$ cat config.mk
export PLATFORM = sky130hd
export DESIGN_NAME = score_tracker
export DESIGN_NICKNAME = d
export VERILOG_FILES = /design/src/rtl/score_pkg.sv /design/src/rtl/bcd_digit_cnt.sv /design/src/rtl/score_tracker.sv
export SDC_FILE = /design/constraint.sdc
export NUM_CORES = 1
export LEC_CHECK = 0
export ABC_CLOCK_PERIOD_IN_PS = 4300
export CAP_MARGIN = 15
export CORE_MARGIN = 2
export CORE_UTILIZATION = 30
export CTS_CLUSTER_SIZE = 28
export DETAILED_ROUTE_END_ITERATION = 7
export PLACE_DENSITY_LB_ADDON = 0.1
export SYNTH_ARGS = -nofsm -noshare
export SYNTH_HDL_FRONTEND = slang
export SYNTH_SLANG_ARGS = --single-unit
$ cat constraint.sdc
create_clock -name clk -period 4.3 [get_ports clk]
set_clock_uncertainty 0.15 [all_clocks]
set_input_delay 0.86 -clock clk [delete_from_list [all_inputs] [get_ports clk]]
set_output_delay 0.86 -clock clk [all_outputs]
set_load 0.005 [all_outputs]
$ cat src/rtl/score_pkg.sv
`default_nettype none
// ============================================================================
//  Module      : score_pkg
//  Description : Shared BCD constants, digit type and the all-nines helper
//                for the score tracker.
//  Revision    : 1.0 - initial release
// ============================================================================
package score_pkg;

    localparam int         BCD_W    = 4;
    localparam logic [3:0] BCD_NINE = 4'd9;

    typedef logic [BCD_W-1:0] digit_t;

    // Packed-BCD value with the lowest `digits` digits set to 9 (up to 16 digits).
    function automatic logic [63:0] all_nines(input int digits);
        logic [63:0] v;
        v = '0;
        for (int i = 0; i < 16; i++) begin
            if (i < digits) begin
                v[i*BCD_W +: BCD_W] = BCD_NINE;
            end
        end
        return v;
    endfunction

endpackage
`default_nettype wire

$ cat src/rtl/bcd_digit_cnt.sv
`default_nettype none
// ============================================================================
//  Module      : bcd_digit_cnt
//  Description : One decade of a packed-BCD counter. Counts 0..9 on inc,
//                wraps 9 -> 0 and raises carry_out in the wrapping cycle.
//  Revision    : 1.0 - initial release
// ============================================================================
module bcd_digit_cnt
    import score_pkg::*;
(
    input  logic   clk,
    input  logic   reset,
    input  logic   clr,
    input  logic   inc,
    output logic   carry_out,
    output digit_t digit
);

    digit_t digit_q;
    digit_t digit_d;

    // Next digit value: clear wins over increment, 9 wraps to 0.
    always_comb begin
        digit_d = digit_q;
        if (clr) begin
            digit_d = '0;
        end else if (inc) begin
            digit_d = (digit_q == BCD_NINE) ? digit_t'(0) : digit_q + digit_t'(1);
        end
    end

    // Digit register.
    always_ff @(posedge clk) begin
        if (reset) begin
            digit_q <= '0;
        end else begin
            digit_q <= digit_d;
        end
    end

    assign carry_out = inc & (digit_q == BCD_NINE);
    assign digit     = digit_q;

endmodule
`default_nettype wire

$ cat src/rtl/score_tracker.sv
`default_nettype none
// ============================================================================
//  Module      : score_tracker
//  Description : Synchronizes the raw collision level into clk, turns each
//                collision into one score increment with a hold-off window,
//                keeps a saturating packed-BCD score and (optionally) a high
//                score for the seven-segment driver.
//                Optional feature macro: SCORE_TRACKER_HISCORE_EN
//                (high-score register, game_over edge detect and new_high).
//  Revision    : 1.0 - initial release
// ============================================================================
module score_tracker
    import score_pkg::*;
#(
    parameter int DIGITS         = 4,
    parameter int HOLDOFF_CYCLES = 1000,
    parameter int CNT_W          = 16
) (
    input  logic                    clk,
    input  logic                    reset,
    input  logic                    hit_in,
    input  logic                    new_game,
    input  logic                    game_over,
    output logic [BCD_W*DIGITS-1:0] score_bcd,
    output logic [BCD_W*DIGITS-1:0] hiscore_bcd,
    output logic                    hit_pulse,
    output logic                    score_max,
    output logic                    new_high
);

    localparam int                    c_score_w   = BCD_W * DIGITS;
    localparam logic [c_score_w-1:0]  c_all_nines = c_score_w'(all_nines(DIGITS));
    localparam logic [CNT_W-1:0]      c_holdoff   = CNT_W'(HOLDOFF_CYCLES);

    logic [2:0]           sync_q;
    logic [CNT_W-1:0]     holdoff_q;
    logic [CNT_W-1:0]     holdoff_d;
    logic                 hit_pulse_q;
    logic                 w_edge;
    logic                 w_accept;
    logic [c_score_w-1:0] w_score;
    logic [DIGITS-1:0]    w_carry;
    logic                 w_carry_unused;

    // sync_q[0..2] are s1..s3; an edge is s2 high while s3 is still low.
    assign w_edge   = sync_q[1] & ~sync_q[2];
    assign w_accept = w_edge & (holdoff_q == '0) & ~game_over & ~new_game;

    // Three-flop synchronizer chain for the asynchronous collision level.
    always_ff @(posedge clk) begin
        if (reset) begin
            sync_q <= '0;
        end else begin
            sync_q <= {sync_q[1:0], hit_in};
        end
    end

    // Hold-off next state: new_game clears, an accepted hit reloads, else count down to 0.
    always_comb begin
        holdoff_d = holdoff_q;
        if (new_game) begin
            holdoff_d = '0;
        end else if (w_accept) begin
            holdoff_d = c_holdoff;
        end else if (holdoff_q != '0) begin
            holdoff_d = holdoff_q - CNT_W'(1);
        end
    end

    // Hold-off counter and the registered hit strobe.
    always_ff @(posedge clk) begin
        if (reset) begin
            holdoff_q   <= '0;
            hit_pulse_q <= 1'b0;
        end else begin
            holdoff_q   <= holdoff_d;
            hit_pulse_q <= w_accept;
        end
    end

    // Digit 0 only steps on a live hit while not frozen and not saturated;
    // higher digits step on the carry of the digit below.
    assign w_carry[0] = hit_pulse_q & ~game_over & ~score_max;

    generate
        for (genvar i = 0; i < DIGITS; i++) begin : g_digit
            if (i < DIGITS - 1) begin : g_mid
                bcd_digit_cnt u_digit (
                    .clk       (clk),
                    .reset     (reset),
                    .clr       (new_game),
                    .inc       (w_carry[i]),
                    .carry_out (w_carry[i+1]),
                    .digit     (w_score[i*BCD_W +: BCD_W])
                );
            end else begin : g_top
                bcd_digit_cnt u_digit (
                    .clk       (clk),
                    .reset     (reset),
                    .clr       (new_game),
                    .inc       (w_carry[i]),
                    .carry_out (w_carry_unused),
                    .digit     (w_score[i*BCD_W +: BCD_W])
                );
            end
        end
    endgenerate

    assign score_bcd = w_score;
    assign score_max = (w_score == c_all_nines);
    assign hit_pulse = hit_pulse_q;

`ifdef SCORE_TRACKER_HISCORE_EN
    logic                 game_over_q;
    logic [c_score_w-1:0] hiscore_q;
    logic [c_score_w-1:0] hiscore_d;
    logic                 new_high_q;
    logic                 new_high_d;
    logic                 w_go_rise;

    // On a game_over rise, capture the score if it beats the high score.
    // Packed BCD orders the same as plain binary, so an unsigned compare works.
    always_comb begin
        w_go_rise  = game_over & ~game_over_q;
        new_high_d = w_go_rise & (w_score > hiscore_q);
        hiscore_d  = new_high_d ? w_score : hiscore_q;
    end

    // High-score register, game_over history flop and the new_high strobe.
    always_ff @(posedge clk) begin
        if (reset) begin
            game_over_q <= 1'b0;
            hiscore_q   <= '0;
            new_high_q  <= 1'b0;
        end else begin
            game_over_q <= game_over;
            hiscore_q   <= hiscore_d;
            new_high_q  <= new_high_d;
        end
    end

    assign hiscore_bcd = hiscore_q;
    assign new_high    = new_high_q;
`else
    assign hiscore_bcd = '0;
    assign new_high    = 1'b0;
`endif

endmodule
`default_nettype wire

==> impl_metrics.csv <==
group,metric,value,unit
outcome,status,"complete, no violations",
yosys,postSynthCellCount,228,
grt,grt_pass1_wl,6.99,mm
layout,antenna_cells,0,
setup_path,path_delay_family,"simple AND/OR/NAND/NOR gates",
layout,final_common_cell,"dfxtp_1",
layout,multiInputGateArea,1130,sq um
clock_network,cts_sinks,36,
pwr,power.total,0.00156,W
setup_path,path_buf_inv,1,
yosys,synthAdderAreaFrac,0.0126,
detailed_routing,drt_iter0_markers,36,
detailed_routing,ant_nets,0,
yosys,yosys_warnings,0,
clock_network,cts-root-buf,"clkbuf_8",
job,drv_cap,0,
detailed_routing,drc_errors,0,
setup_path,crit_path_top_delay_cell,"or3b_2",
detailed_routing,first_pass_iters,4,
die,dieArea,7290,sq um
setup_path,r2r-start,"holdoff_q[0]$_SDFFE_PP0P_",
timing,fin_setup_tns,0,ps
setup_path,crit_type,"reg2out",
detailed_routing,route.vias.total,1660,
grt,grt_use_total,0.117,
layout,final_cell_mix,"36 x dfxtp_1, 22 x clkdlybuf4s50_1, 17 x a21oi_1, 17 x conb_1, 16 x nor2_1",
setup_path,crit_start,"g_digit[2].g_mid.u_digit.digit[3]$_SDFFE_PP0P_",
pwr,p_per_area,668,nW/um^2
yosys,synth_top_family_by_area,"simple AND/OR/NAND/NOR gates",
layout,area_delta_synth_final,17.2,%
placed_design,hpwl,2.99,mm
setup_path,crit_end,"score_max",
timing,setup_viol,0,
clock_network,cts_buffer_depth,2,
die,row_count,29,
layout,drive_above_1_share,0.0960,
clock_network,cts-resized-gates,0,
timing,holdWs,288,ps
timing,max-slew-margin-rel,0.552,
clock_network,cts_buffers,5,
layout,nets,256,
setup_path,cp-end-kind,"output port",
timing,rsz0062_at_grt,"false",
placed_design,finalWeightedCongestion,0.764,
placed_design,placed_cells,319,
die,start_util,0.311,
yosys,ys_seq_area_frac,0.363,
setup_path,setup.worst_path.start_class,"flop",
setup_path,r2r_setup_slack,2090,ps
setup_path,critPathMaxStageDelay,520,ps
clock_network,clock_latency,280,ps
die,chipHeight,85.4,um
clock_network,cts_tree,"built",
yosys,yosysUniqueCellTypes,48,
hold_path,hold_depth,1,
pwr,vdd_drop_max,0.384,mV
placed_design,place.port_buffers,22,
setup_path,path_max_fanout,9,
layout,final_cells,327,
detailed_routing,wl_per_cell,12.9,um
timing,clock.fmax,0.306,GHz
yosys,async_flop_share,0,
setup_path,worst-path-stages,4,
pwr,leakage,0.787,nW
grt,grt_max_degree,20,
layout,fillers,678,
clock_network,h-tree-depth,2,
yosys,syn_avg_cell_area,8.71,sq um
hold_path,min_path_type,"reg2reg",
setup_path,reg2reg_to,"holdoff_q[2]$_SDFFE_PP0P_",
clock_network,post_cts_buffers,0,
yosys,synth-xor-area-share,0.0176,
die,io_pins,40,
grt,grt_overflow_total,0,
detailed_routing,via_per_inst,5.08,
setup_path,cp_cell_sequence,"or3b_2 -> nor4_4 -> and2_1 -> clkdlybuf4s50_1",
setup_path,arrival,2260,ps
yosys,synth_edf_count,0,
detailed_routing,routed_wirelength,4.23,mm
yosys,synth_compound_area_frac,0.185,
setup_path,r2r_cells,6,
yosys,netlist_area,1990,sq um
timing,fin_crit,3270,ps
yosys,synth-simple-area-share,0.319,
setup_path,cp.required,3290,ps
layout,seqCellArea,721,sq um
timing,slew_violations,0,
grt,grt_antenna_before_repair,0,
clock_network,hold_buffers,0,
yosys,ys_seq_elements,36,
yosys,synthMuxAreaShare,0.00504,
timing,min_period_over_period,0.761,
grt,grt_pass1_vias,1492,
timing,tightest_slew,663,ps
yosys,ys.flop_type,"dfxtp_1",
clock_network,clk_pin_slew,70,ps
timing,hold_violations,0,
die,fp.coreArea,6390,sq um
die,die_x,85.4,um
==> per-stage QoR <==
| stage | worst slack [ps] | util | instance area [sq um] |
|---|---|---|---|
| 4_1_cts | 1020 | 0.365 | 2330 |
| 3_5_place_dp | 1330 | 0.345 | 2200 |
| 5_1_grt | 895 | 0.365 | 2330 |
| 3_3_place_gp | 1350 | 0.345 | 2200 |
| 6_report | 1030 | 0.365 | 2330 |
| 2_1_floorplan | 1940 | - | 2050 |
==> cell type report <==
type	instances	share of cell area
Multi-Input combinational cell	176	0.487
Clock buffer	7	0.0414
Sequential cell	36	0.310
Inverter	8	0.0129
Clock inverter	1	0.0129
Timing Repair Buffer	22	0.0946
Tap cell	77	0.0414
==> cell usage after synthesis (3+ instances only) <==
cell type / n / area (sq um)
a21oi_1: 17 / 85.1
a31oi_1: 7 / 43.8
and2_1: 3 / 18.8
buf_4: 19 / 143
clkbuf_1: 5 / 18.8
dfxtp_1: 36 / 721
inv_1: 8 / 30.0
nand2_1: 7 / 26.3
nand2b_1: 3 / 18.8
nand3_1: 8 / 40.0
nand4_1: 5 / 31.3
nand4b_1: 4 / 35.0
nor2_1: 16 / 60.1
nor2b_1: 11 / 68.8
nor3_1: 4 / 20.0
o21ai_0: 12 / 60.1
o31ai_1: 6 / 45.0
o41ai_1: 6 / 52.6
or3_1: 7 / 43.8
or4_1: 5 / 37.5
xor2_1: 3 / 26.3
==> worst min path at each step <==
| stage | start | end |
|---|---|---|
| after floorplan | sync_q[0]$_SDFF_PP0_ | sync_q[1]$_SDFF_PP0_ |
| after global placement | sync_q[0]$_SDFF_PP0_ | sync_q[1]$_SDFF_PP0_ |
| after detailed placement | sync_q[0]$_SDFF_PP0_ | sync_q[1]$_SDFF_PP0_ |
| after CTS | sync_q[0]$_SDFF_PP0_ | sync_q[1]$_SDFF_PP0_ |
| after global routing | sync_q[0]$_SDFF_PP0_ | sync_q[1]$_SDFF_PP0_ |
| final | sync_q[0]$_SDFF_PP0_ | sync_q[1]$_SDFF_PP0_ |
==> per-layer routing <==
layer	up-vias	routed length, um	global-route usage
met4	0	36	0.0303
met3	4	143	0.0263
met1	766	2120	0.155
li1	865	-	-
met2	25	1930	0.190
met5	-	0	0
==> state kept, by name, indices dropped and copies added, names as in the netlist <==
register / flops
hit_pulse: 1
g_digit.g_mid.u_digit.digit: 12
sync_q: 3
g_digit.g_top.u_digit.digit: 4
holdoff_q: 16
==> cell families (layout without fill, tap and decap cells) <==
logic type / after synthesis / after routing
flops: 36 / 36
mux: 1 / 1
xor+xnor: 4 / 4
fa+ha+maj: 2 / 2
compound gates: 57 / 57
buf+inv: 32 / 38
other cells: 1 / 17
simple gates: 95 / 95
==> worst reg2reg max path: cells and delay by family, from the launching register on <==
| kind | cells | cell delay, ps |
|---|---|---|
| AO/OA/AOI/OAI | 1 | 390 |
| adder cells (fa/ha/maj) | 1 | 170 |
| buffers and inverters | 1 | 120 |
| flip-flops | 1 | 320 |
| AND/OR/NAND/NOR | 3 | 940 |
==> report_power, final <==
| group | internal (W) | total (W) | switching (W) |
|---|---|---|---|
| combinational | 0.000297 | 0.000745 | 0.000449 |
| clock | 0.000205 | 0.000330 | 0.000125 |
| sequential | 0.000399 | 0.000480 | 0.0000818 |
No activity file was read; power rests on OpenSTA's default activity.
